==> config.mk <==
export PLATFORM = sky130hd
export DESIGN_NAME = fc_tile_ctrl_flat
export DESIGN_NICKNAME = d
export VERILOG_FILES = /design/src/rtl/fc_pkg.sv /design/src/rtl/fc_tile_ctrl_if.sv /design/src/rtl/fc_addr_cnt.sv /design/src/rtl/fc_tile_ctrl.sv /design/src/flat_wrapper.sv
export SDC_FILE = /design/constraint.sdc
export NUM_CORES = 1
export LEC_CHECK = 0
export ABC_AREA = 0
export BUFFER_PORTS_ARGS = -buffer_cell sky130_fd_sc_hd__buf_2
export CORE_UTILIZATION = 40
export CTS_CLUSTER_DIAMETER = 150
export DETAILED_ROUTE_END_ITERATION = 8
export GPL_TIMING_DRIVEN = 0
export PLACE_DENSITY = 0.7
export SLEW_MARGIN = 25
export SYNTH_ARGS = -nofsm -noshare
export SYNTH_HDL_FRONTEND = slang
export SYNTH_SLANG_ARGS = --single-unit
==> constraint.sdc <==
create_clock -name clk1 -period 3.95 [get_ports clk1]
set_input_delay 0.5925 -clock clk1 [delete_from_list [all_inputs] [get_ports clk1]]
set_output_delay 0.5925 -clock clk1 [all_outputs]
set_load 0.1 [all_outputs]
==> src/rtl/fc_pkg.sv <==
// Shared definitions for the FC tile controller: state encodings and tiling helpers.
package fc_pkg;

  typedef logic [2:0] fc_state_t;

  localparam fc_state_t ST_IDLE    = 3'd0;
  localparam fc_state_t ST_LOAD    = 3'd1;
  localparam fc_state_t ST_COMPUTE = 3'd2;
  localparam fc_state_t ST_FLUSH   = 3'd3;
  localparam fc_state_t ST_OUT     = 3'd4;
  localparam fc_state_t ST_DONE    = 3'd5;

  function automatic int num_tiles(input int num_out, input int tile);
    return num_out / tile;
  endfunction

  // Output neurons must split into whole tiles.
  function automatic bit tiling_ok(input int num_out, input int tile);
    return (tile > 0) && ((num_out % tile) == 0);
  endfunction

endpackage

==> src/rtl/fc_tile_ctrl_if.sv <==
// Control/status bundle between the FC tile controller and the DMA, weight fetch,
// IFM buffer and PE array.
interface fc_tile_ctrl_if
  import fc_pkg::*;
#(
  parameter int AW = 14,
  parameter int TW = 10
);
  logic          start;
  logic          abort;
  logic          valid_ifm;
  logic          ifm_ready;
  logic          ifm_wr_en;
  logic [AW-1:0] ifm_wr_addr;
  logic          wgt_valid;
  logic          wgt_rd_en;
  logic          ifm_rd_en;
  logic [AW-1:0] ifm_rd_addr;
  logic          acc_clr;
  logic          set_output;
  logic [TW-1:0] tile_idx;
  logic          busy;
  logic          done;
  fc_state_t     state;

  modport master (
    input  start, abort, valid_ifm, wgt_valid,
    output ifm_ready, ifm_wr_en, ifm_wr_addr, wgt_rd_en, ifm_rd_en, ifm_rd_addr,
           acc_clr, set_output, tile_idx, busy, done, state
  );

  modport slave (
    output start, abort, valid_ifm, wgt_valid,
    input  ifm_ready, ifm_wr_en, ifm_wr_addr, wgt_rd_en, ifm_rd_en, ifm_rd_addr,
           acc_clr, set_output, tile_idx, busy, done, state
  );
endinterface

==> src/rtl/fc_addr_cnt.sv <==
// Up-counter with enable, synchronous clear and a terminal-count flag; wraps to 0
// when enabled at the terminal count.
module fc_addr_cnt #(
  parameter int W   = 4,
  parameter int MAX = 15
) (
  input  logic         clk1,
  input  logic         rst_n,
  input  logic         clr,
  input  logic         en,
  output logic [W-1:0] cnt,
  output logic         tc
);
  logic [W-1:0] cnt_reg, cnt_next;

  assign tc  = (cnt_reg == W'(MAX));
  assign cnt = cnt_reg;

  always_comb begin
    cnt_next = cnt_reg;
    if (clr)
      cnt_next = '0;
    else if (en)
      cnt_next = tc ? '0 : cnt_reg + W'(1);
  end

  always_ff @(posedge clk1 or negedge rst_n) begin
    if (!rst_n)
      cnt_reg <= '0;
    else
      cnt_reg <= cnt_next;
  end
endmodule

==> src/rtl/fc_tile_ctrl.sv <==
// FC layer controller: loads the IFM once, replays it per output tile against the
// weight stream, drains the PE pipeline and strobes each tile result.
module fc_tile_ctrl
  import fc_pkg::*;
#(
  parameter int IFM_SIZE = 9216,
  parameter int TILE     = 8,
  parameter int NUM_OUT  = 4096,
  parameter int PE_LAT   = 2,
  parameter int AW       = $clog2(IFM_SIZE),
  parameter int TW       = $clog2(NUM_OUT / TILE) + 1
) (
  input  logic           clk1,
  input  logic           rst_n,
  fc_tile_ctrl_if.master bus
);
  localparam int NT = num_tiles(NUM_OUT, TILE);
  localparam int FW = (PE_LAT > 1) ? $clog2(PE_LAT) : 1;

  generate
    if (!tiling_ok(NUM_OUT, TILE) || IFM_SIZE < 2 || PE_LAT < 1) begin : g_bad_cfg
      $error("fc_tile_ctrl: invalid parameter set");
    end
  endgenerate

  fc_state_t     state_reg, state_next;
  logic [TW-1:0] tile_idx_reg, tile_idx_next;
  logic [AW-1:0] load_cnt, rd_cnt;
  logic [FW-1:0] unused_flush_cnt;
  logic          load_tc, rd_tc, flush_tc;
  logic          in_idle, in_load, in_comp, in_flush, in_out, in_done;
  logic          load_acc, rd_acc, tile_last, cnt_clr;

  assign in_idle   = (state_reg == ST_IDLE);
  assign in_load   = (state_reg == ST_LOAD);
  assign in_comp   = (state_reg == ST_COMPUTE);
  assign in_flush  = (state_reg == ST_FLUSH);
  assign in_out    = (state_reg == ST_OUT);
  assign in_done   = (state_reg == ST_DONE);
  assign load_acc  = in_load & bus.valid_ifm;
  assign rd_acc    = in_comp & bus.wgt_valid;
  assign tile_last = (tile_idx_reg == TW'(NT - 1));
  assign cnt_clr   = bus.abort | in_idle;

  fc_addr_cnt #(.W(AW), .MAX(IFM_SIZE - 1)) u_load_cnt (
    .clk1(clk1), .rst_n(rst_n), .clr(cnt_clr), .en(load_acc),
    .cnt(load_cnt), .tc(load_tc)
  );

  fc_addr_cnt #(.W(AW), .MAX(IFM_SIZE - 1)) u_rd_cnt (
    .clk1(clk1), .rst_n(rst_n), .clr(cnt_clr), .en(rd_acc),
    .cnt(rd_cnt), .tc(rd_tc)
  );

  // Flush counter restarts from 0 every time FLUSH is entered.
  fc_addr_cnt #(.W(FW), .MAX(PE_LAT - 1)) u_flush_cnt (
    .clk1(clk1), .rst_n(rst_n), .clr(bus.abort | ~in_flush), .en(in_flush),
    .cnt(unused_flush_cnt), .tc(flush_tc)
  );

  always_comb begin
    state_next = state_reg;
    case (state_reg)
      ST_IDLE:    if (bus.start) state_next = ST_LOAD;
      ST_LOAD:    if (load_acc && load_tc) state_next = ST_COMPUTE;
      ST_COMPUTE: if (rd_acc && rd_tc) state_next = ST_FLUSH;
      ST_FLUSH:   if (flush_tc) state_next = ST_OUT;
      ST_OUT:     state_next = tile_last ? ST_DONE : ST_COMPUTE;
      ST_DONE:    state_next = ST_IDLE;
      default:    state_next = ST_IDLE;
    endcase
    if (bus.abort)
      state_next = ST_IDLE;
  end

  always_comb begin
    tile_idx_next = tile_idx_reg;
    if (cnt_clr)
      tile_idx_next = '0;
    else if (in_out && !tile_last)
      tile_idx_next = tile_idx_reg + TW'(1);
  end

  always_ff @(posedge clk1 or negedge rst_n) begin
    if (!rst_n) begin
      state_reg    <= ST_IDLE;
      tile_idx_reg <= '0;
    end else begin
      state_reg    <= state_next;
      tile_idx_reg <= tile_idx_next;
    end
  end

  assign bus.ifm_ready   = in_load;
  assign bus.ifm_wr_en   = load_acc;
  assign bus.ifm_wr_addr = load_cnt;
  assign bus.wgt_rd_en   = rd_acc;
  assign bus.ifm_rd_en   = rd_acc;
  assign bus.ifm_rd_addr = rd_cnt;
  // Accumulators clear only on entry into COMPUTE, never while replaying.
  assign bus.acc_clr     = (state_next == ST_COMPUTE) & ~in_comp;
  assign bus.set_output  = in_out;
  assign bus.tile_idx    = tile_idx_reg;
  assign bus.busy        = ~in_idle;
  assign bus.done        = in_done;
  assign bus.state       = state_reg;
endmodule
==> src/flat_wrapper.sv <==
// flat-port wrapper written by rule: the top's interface ports become plain ports
module fc_tile_ctrl_flat import fc_pkg::*;
#(
  parameter int IFM_SIZE = 9216,
  parameter int TILE     = 8,
  parameter int NUM_OUT  = 4096,
  parameter int PE_LAT   = 2,
  parameter int AW       = $clog2(IFM_SIZE),
  parameter int TW       = $clog2(NUM_OUT / TILE) + 1
)
  (clk1, rst_n, bus_start, bus_abort, bus_valid_ifm, bus_wgt_valid, bus_ifm_ready, bus_ifm_wr_en, bus_ifm_wr_addr, bus_wgt_rd_en, bus_ifm_rd_en, bus_ifm_rd_addr, bus_acc_clr, bus_set_output, bus_tile_idx, bus_busy, bus_done, bus_state);
  fc_tile_ctrl_if #(.AW(AW), .TW(TW)) bus_i ();
  input  logic clk1;
  input  logic rst_n;
  input wire logic [$bits(bus_i.start)-1:0] bus_start;
  input wire logic [$bits(bus_i.abort)-1:0] bus_abort;
  input wire logic [$bits(bus_i.valid_ifm)-1:0] bus_valid_ifm;
  input wire logic [$bits(bus_i.wgt_valid)-1:0] bus_wgt_valid;
  output wire logic [$bits(bus_i.ifm_ready)-1:0] bus_ifm_ready;
  output wire logic [$bits(bus_i.ifm_wr_en)-1:0] bus_ifm_wr_en;
  output wire logic [$bits(bus_i.ifm_wr_addr)-1:0] bus_ifm_wr_addr;
  output wire logic [$bits(bus_i.wgt_rd_en)-1:0] bus_wgt_rd_en;
  output wire logic [$bits(bus_i.ifm_rd_en)-1:0] bus_ifm_rd_en;
  output wire logic [$bits(bus_i.ifm_rd_addr)-1:0] bus_ifm_rd_addr;
  output wire logic [$bits(bus_i.acc_clr)-1:0] bus_acc_clr;
  output wire logic [$bits(bus_i.set_output)-1:0] bus_set_output;
  output wire logic [$bits(bus_i.tile_idx)-1:0] bus_tile_idx;
  output wire logic [$bits(bus_i.busy)-1:0] bus_busy;
  output wire logic [$bits(bus_i.done)-1:0] bus_done;
  output wire logic [$bits(bus_i.state)-1:0] bus_state;
  assign bus_i.start = bus_start;
  assign bus_i.abort = bus_abort;
  assign bus_i.valid_ifm = bus_valid_ifm;
  assign bus_i.wgt_valid = bus_wgt_valid;
  assign bus_ifm_ready = bus_i.ifm_ready;
  assign bus_ifm_wr_en = bus_i.ifm_wr_en;
  assign bus_ifm_wr_addr = bus_i.ifm_wr_addr;
  assign bus_wgt_rd_en = bus_i.wgt_rd_en;
  assign bus_ifm_rd_en = bus_i.ifm_rd_en;
  assign bus_ifm_rd_addr = bus_i.ifm_rd_addr;
  assign bus_acc_clr = bus_i.acc_clr;
  assign bus_set_output = bus_i.set_output;
  assign bus_tile_idx = bus_i.tile_idx;
  assign bus_busy = bus_i.busy;
  assign bus_done = bus_i.done;
  assign bus_state = bus_i.state;
  fc_tile_ctrl #(.IFM_SIZE(IFM_SIZE), .TILE(TILE), .NUM_OUT(NUM_OUT), .PE_LAT(PE_LAT), .AW(AW), .TW(TW)) u_core (.clk1(clk1), .rst_n(rst_n), .bus(bus_i));
endmodule
; ---- Word level (Yosys, flattened, before mapping)
; Index checks and enable logic that the tools add are counted.
; W data, S select, Z words.
[word_totals]
ff_bits = 42
latch_bits = 0
mem_bits_rw = 0
rom_bits = 0
in_bits = 6
out_inout_bits = 49
word_cells = 53
mem_count = 0
[op_classes]
add_sub_neg = 4
multipliers = 0
div_mod_pow = 0
n_lt_le_gt_ge = 0
eq_ne = 9
shift = 0
n_mux = 18
n_bitwise = 8
reduce_logical = 9
[op_table]
columns = cell, count
row1 = $mux W14, 6
row2 = $add A14 B1 Y14 const B, 2
row3 = $eq A14 B14 Y1 const B, 2
row4 = $mux W10, 2
row5 = $mux W3, 6
row6 = $pmux W3 S5, 1
row7 = $add A10 B1 Y10 const B, 1
row8 = $eq A10 B9 Y1 const B, 1
row9 = $eq A3 B2 Y1 const B, 3
row10 = $reduce_bool A2 Y1, 4
row11 = $eq A3 B3 Y1 const B, 2
row12 = $and A1 B1 Y1, 3
row13 = $eq A3 B1 Y1 const B, 1
row14 = $logic_and A1 B1 Y1, 3
row15 = $logic_not A3 Y1, 1
row16 = $mux W1, 3
row17 = $not A1 Y1, 3
row18 = $or A1 B1 Y1, 2
row19 = $add A1 B1 Y1 const B, 1
row20 = $logic_not A1 Y1, 1

; ---- Longest topological paths before layout
[logic_depth]
word_depth = 8
mapped_depth = 8
mapped_depth_nobuf = 5

; ---- By module
; From an unflattened synthesis, not the netlist that was laid out.
[hier_totals]
hier_cells = 256
hier_area_um2 = 2417.3
[by_module_without_submodules]
columns = module, n_inst, cells_each, area_per_inst_um2, seq_area_each_um2
row1 = fc_addr_cnt (u_core.u_load_cnt ...), 2, 77, 758.2, 350.3
row2 = fc_tile_ctrl, 1, 98, 855.8, 325.3
row3 = fc_addr_cnt (u_core.u_flush_cnt), 1, 4, 45.0, 25.0

; ---- Least setup slack after synthesis
; No wires, ideal clock.
[synth_timing]
kind = register to output
from = reg u_core.u_load_cnt.cnt_reg[1], in the netlist u_core.u_load_cnt.cnt[1]
to = out bus_acc_clr
arrival_time_ns = 3.654
required_time_ns = 3.357
slack_ns = -0.296
stages_incl_launch_ff = 6
path_buffers = 1
cell_sequence = dfrtp_1 ha_1 nand3_1 or4_1 buf_2 o22ai_1
[synth_via]
elab_chain_len = 7
[synth_rtl]
columns = element, line_no
row1 = start: declaration, fc_addr_cnt.sv:14  ; logic [W-1:0] cnt_reg, cnt_next;
row2 = start signal: assignment, fc_addr_cnt.sv:31  ; cnt_reg <= cnt_next;
row3 = $eq A14 B14 Y1, fc_addr_cnt.sv:16  ; assign tc = (cnt_reg == W'(MAX));
row4 = $logic_and A1 B1 Y1, fc_tile_ctrl.sv:65  ; ST_LOAD: if (load_acc && load_tc) state_next = ST_COMPUTE;
row5 = $mux W3, fc_tile_ctrl.sv:65
row6 = $pmux W3 S5, fc_tile_ctrl.sv:63  ; case (state_reg)
row7 = $mux W3, fc_tile_ctrl.sv:72  ; if (bus.abort)
row8 = $eq A3 B2 Y1, fc_tile_ctrl.sv:101  ; assign bus.acc_clr = (state_next == ST_COMPUTE) & ~in_comp;
row9 = $and A1 B1 Y1, fc_tile_ctrl.sv:101
row10 = end: declaration, flat_wrapper.sv:25  ; output wire logic [$bits(bus_i.acc_clr)-1:0] bus_acc_clr;
; Every way passes these cells.

; ---- Final worst setup path
[layout_timing]
from = reg u_core.u_load_cnt.cnt_reg[10], in the netlist u_core.u_load_cnt.cnt[10]
to = out bus_acc_clr
; The elaborated chain is that of the path after synthesis.

==> impl_metrics.py <==
metrics = {
    "placement": {
        "place_hpwl_um": 4410,
        "gp_congestion": 0.833,
        "dp_slack_ps": 1060,
        "portBuffers": 54,
    },
    "clock_network": {
        "htree_levels": 2,
        "clock_latency_ps": 300,
        "cts_max_path_buffers": 2,
        "postCtsHoldBufs": 0,
        "cts_tree": "built",
        "cts_buffers": 5,
        "clk_pin_slew_ps": 90,
        "post_cts_resized": 0,
        "cts_root_buf": "clkbuf_8",
        "postCtsSetupRepairBufs": 0,
        "cts.sinks": 42,
    },
    "detailed_routing": {
        "wire_per_inst_um": 15.3,
        "drt-initial-drc-count": 126,
        "antenna_left": 0,
        "drt_first_pass_iters": 4,
        "vias": 2377,
        "viasPerCell": 5.88,
        "drc": 0,
        "wirelength_um": 6200,
    },
    "timing": {
        "finalCritPeriodShare_pct": 81.8,
        "max_freq_ghz": 0.310,
        "slew_violations": 0,
        "rsz0062_at_grt": "no",
        "relSlewSlack_pct": 39.7,
        "finalSetupTns_ps": 0,
        "final-hold-violation-count": 0,
        "setup_slack_ps": 720,
        "setup_viol": 0,
        "timing.final.crit_period_ps": 3230,
        "worst_slew_pin_slew_ps": 897,
        "clock_skew_ps": 9.47,
    },
    "logic_synthesis": {
        "yosys-top-cells-area": "dfrtp_1, a21oi_1, o31ai_1",
        "synth_cell_types": 55,
        "ys_async_sr_fraction_pct": 100,
        "synth_commonest_cells": "dfrtp_1, a21oi_1, nand2_1",
        "yosysWarnings": 0,
        "syn-cell-area_um2": 2460,
        "yosysTopAreaCellShare_pct": 42.8,
        "synth_nets": 276,
        "yosysMostFrequentCell": "dfrtp_1",
        "syn_inst": 267,
        "yosysSeqAreaShare_pct": 42.8,
        "synth_ff_type": "dfrtp_1",
        "ys_seq_elements": 42,
        "postSynthAreaPerCell_um2": 9.20,
        "yosysTopAreaCell": "dfrtp_1",
        "synth-edff-count": 0,
    },
    "critical_path": {
        "worstSetupPathType": "register to primary output",
        "worstSetupStartpointType": "register",
        "critPathMaxFanout": 7,
        "reg2reg_depth": 7,
        "cp_data_arrival_time_ps": 2640,
        "critPathCaptureType": "primary output",
        "required_ps": 3360,
    },
    "min_path": {
        "hold_class": "input port to asynchronous set/reset pin",
    },
    "power": {
        "switchingPower_uw": 230,
        "intPower_uw": 635,
        "p_seq_share_pct": 50.2,
        "clockPowerShare_pct": 39.4,
        "pwr-share-comb_pct": 10.4,
        "ir_drop_mv": 0.176,
        "swShare_pct": 26.6,
        "power_density_nw_per_um2": 294,
        "leakage_uw": 0.00132,
    },
    "global_routing": {
        "grt_pass1_wl_um": 10100,
        "grtUsageMet1_pct": 26.8,
        "grt_antenna_before_repair": 0,
        "grt_use_met2_pct": 32.1,
        "grtUsageTotal_pct": 20.2,
        "use_met3_pct": 3.86,
        "grt-ovfl-total": 0,
        "busiest_layer": "met2",
        "grt_pass1_vias": 2114,
        "grt_max_degree": 43,
    },
    "finish": {
        "layout-drive-gt1-share_pct": 24.3,
        "syn2layout_area_growth_pct": 19.6,
        "antenna_cells": 0,
        "nets": 337,
    },
    "floorplanning": {
        "coreArea_um2": 5920,
        "initial_core_util_pct": 41.5,
        "io_pins": 55,
        "rows": 28,
        "die_h_um": 80.4,
        "die_area_um2": 6460,
        "fp.dieW_um": 80.4,
    },
    "run_status": {
        "outcome": "finished clean",
    },
    "job": {
        "max-cap-violations": 0,
    },
}
## cell type report
type / instances / area, um^2
fillers: 582 / 2980
flip-flops and latches: 42 / 1050
well taps: 75 / 93.8
inverters: 9 / 33.8
multi-input cells: 203 / 1320
repair buffers: 54 / 273
clock buffers: 5 / 68.8
plain buffers: 13 / 57.6
clock inverters: 3 / 40.0
## cells by family after synthesis
logic type	share of synthesized area, %
compound gates	19.6
xor+xnor	0.713
mux	3.05
flops	42.8
fa+ha+maj	1.53
simple gates	28.6
buf+inv	3.72
## routing by layer
layer	up-vias	part of all wire (%)	wire (um)
met5	-	0	0
met4	0	1.6	102
met3	8	4.9	303
met2	60	47	2890
met1	1158	47	2910
li1	1151	-	-
## path summary, 6_finish.rpt
check	end	slack, ps	startpoint
hold / removal	u_core.u_load_cnt.cnt[11]$_DFFE_PN0P_	270	rst_n
setup / recovery	bus_acc_clr	720	u_core.u_load_cnt.cnt[10]$_DFFE_PN0P_
hold reg to reg	u_core.u_flush_cnt.cnt$_DFFE_PN0P_	500	u_core.u_flush_cnt.cnt$_DFFE_PN0P_
min in group clk1	u_core.u_flush_cnt.cnt$_DFFE_PN0P_	500	u_core.u_flush_cnt.cnt$_DFFE_PN0P_
max in group asynchronous	u_core.bus.tile_idx[9]$_DFFE_PN0P_	3310	rst_n
setup reg to reg	u_core.u_load_cnt.cnt[5]$_DFFE_PN0P_	1580	u_core.bus.state[0]$_DFF_PN0_
## power groups by stage
stage	registers [uW]	clock network, uW	logic [uW]
6_report	434	341	90.2
5_1_grt	435	369	97.0
3_3_place_gp	443	0	89.8
2_1_floorplan	454	0	50.5
3_5_place_dp	443	0	90.1
4_1_cts	434	351	90.3
## critical path, stage by stage (launching register included)
cell	delay, ps
dfrtp_1	440
or4b_1	570
or4_1	470
buf_2	180
o22ai_2	210
buf_2	460
## per-stage QoR
step | std cells | instance area, um^2 | utilization [%] | power, uW | hold WS [ps]
after floorplan | 267 | 2460 | - | 505 | 297
after detailed placement | 396 | 2830 | 47.8 | 533 | 488
after CTS | 404 | 2940 | 49.6 | 876 | 477
after global placement | 396 | 2830 | 47.8 | 532 | 474
after global routing | 404 | 2940 | 49.6 | 900 | 305
final | 404 | 2940 | 49.6 | 866 | 266
## cell usage in the layout, fill, tap and decap left out, types with 3 or more instances in the layout
| cell | netlist | final |
|---|---|---|
| clkbuf_1 | 8 | 8 |
| o31ai_1 | 11 | 11 |
| nand2b_1 | 5 | 5 |
| nor2_1 | 10 | 10 |
| o311ai_0 | 3 | 3 |
| and2_1 | 4 | 4 |
| nor4_1 | 4 | 4 |
| or4_1 | 9 | 9 |
| and4_1 | 3 | 3 |
| o21ai_0 | 11 | 11 |
| a22o_1 | 3 | 3 |
| mux2_2 | 4 | 4 |
| a21o_1 | 4 | 4 |
| nor3b_1 | 3 | 3 |
| a21oi_1 | 23 | 23 |
| nand2_1 | 19 | 19 |
| nand4_1 | 8 | 8 |
| or3_1 | 9 | 9 |
| buf_2 | 4 | 57 |
| nor3_1 | 9 | 9 |
| and3_1 | 4 | 4 |
| and3_2 | 3 | 3 |
| ha_1 | 3 | 3 |
| o21a_1 | 4 | 4 |
| nand3_1 | 12 | 12 |
| mux2i_1 | 3 | 3 |
| dfrtp_1 | 42 | 42 |
| inv_1 | 9 | 9 |
| clkbuf_8 | 0 | 5 |
Power figures use the tool's default switching activity.
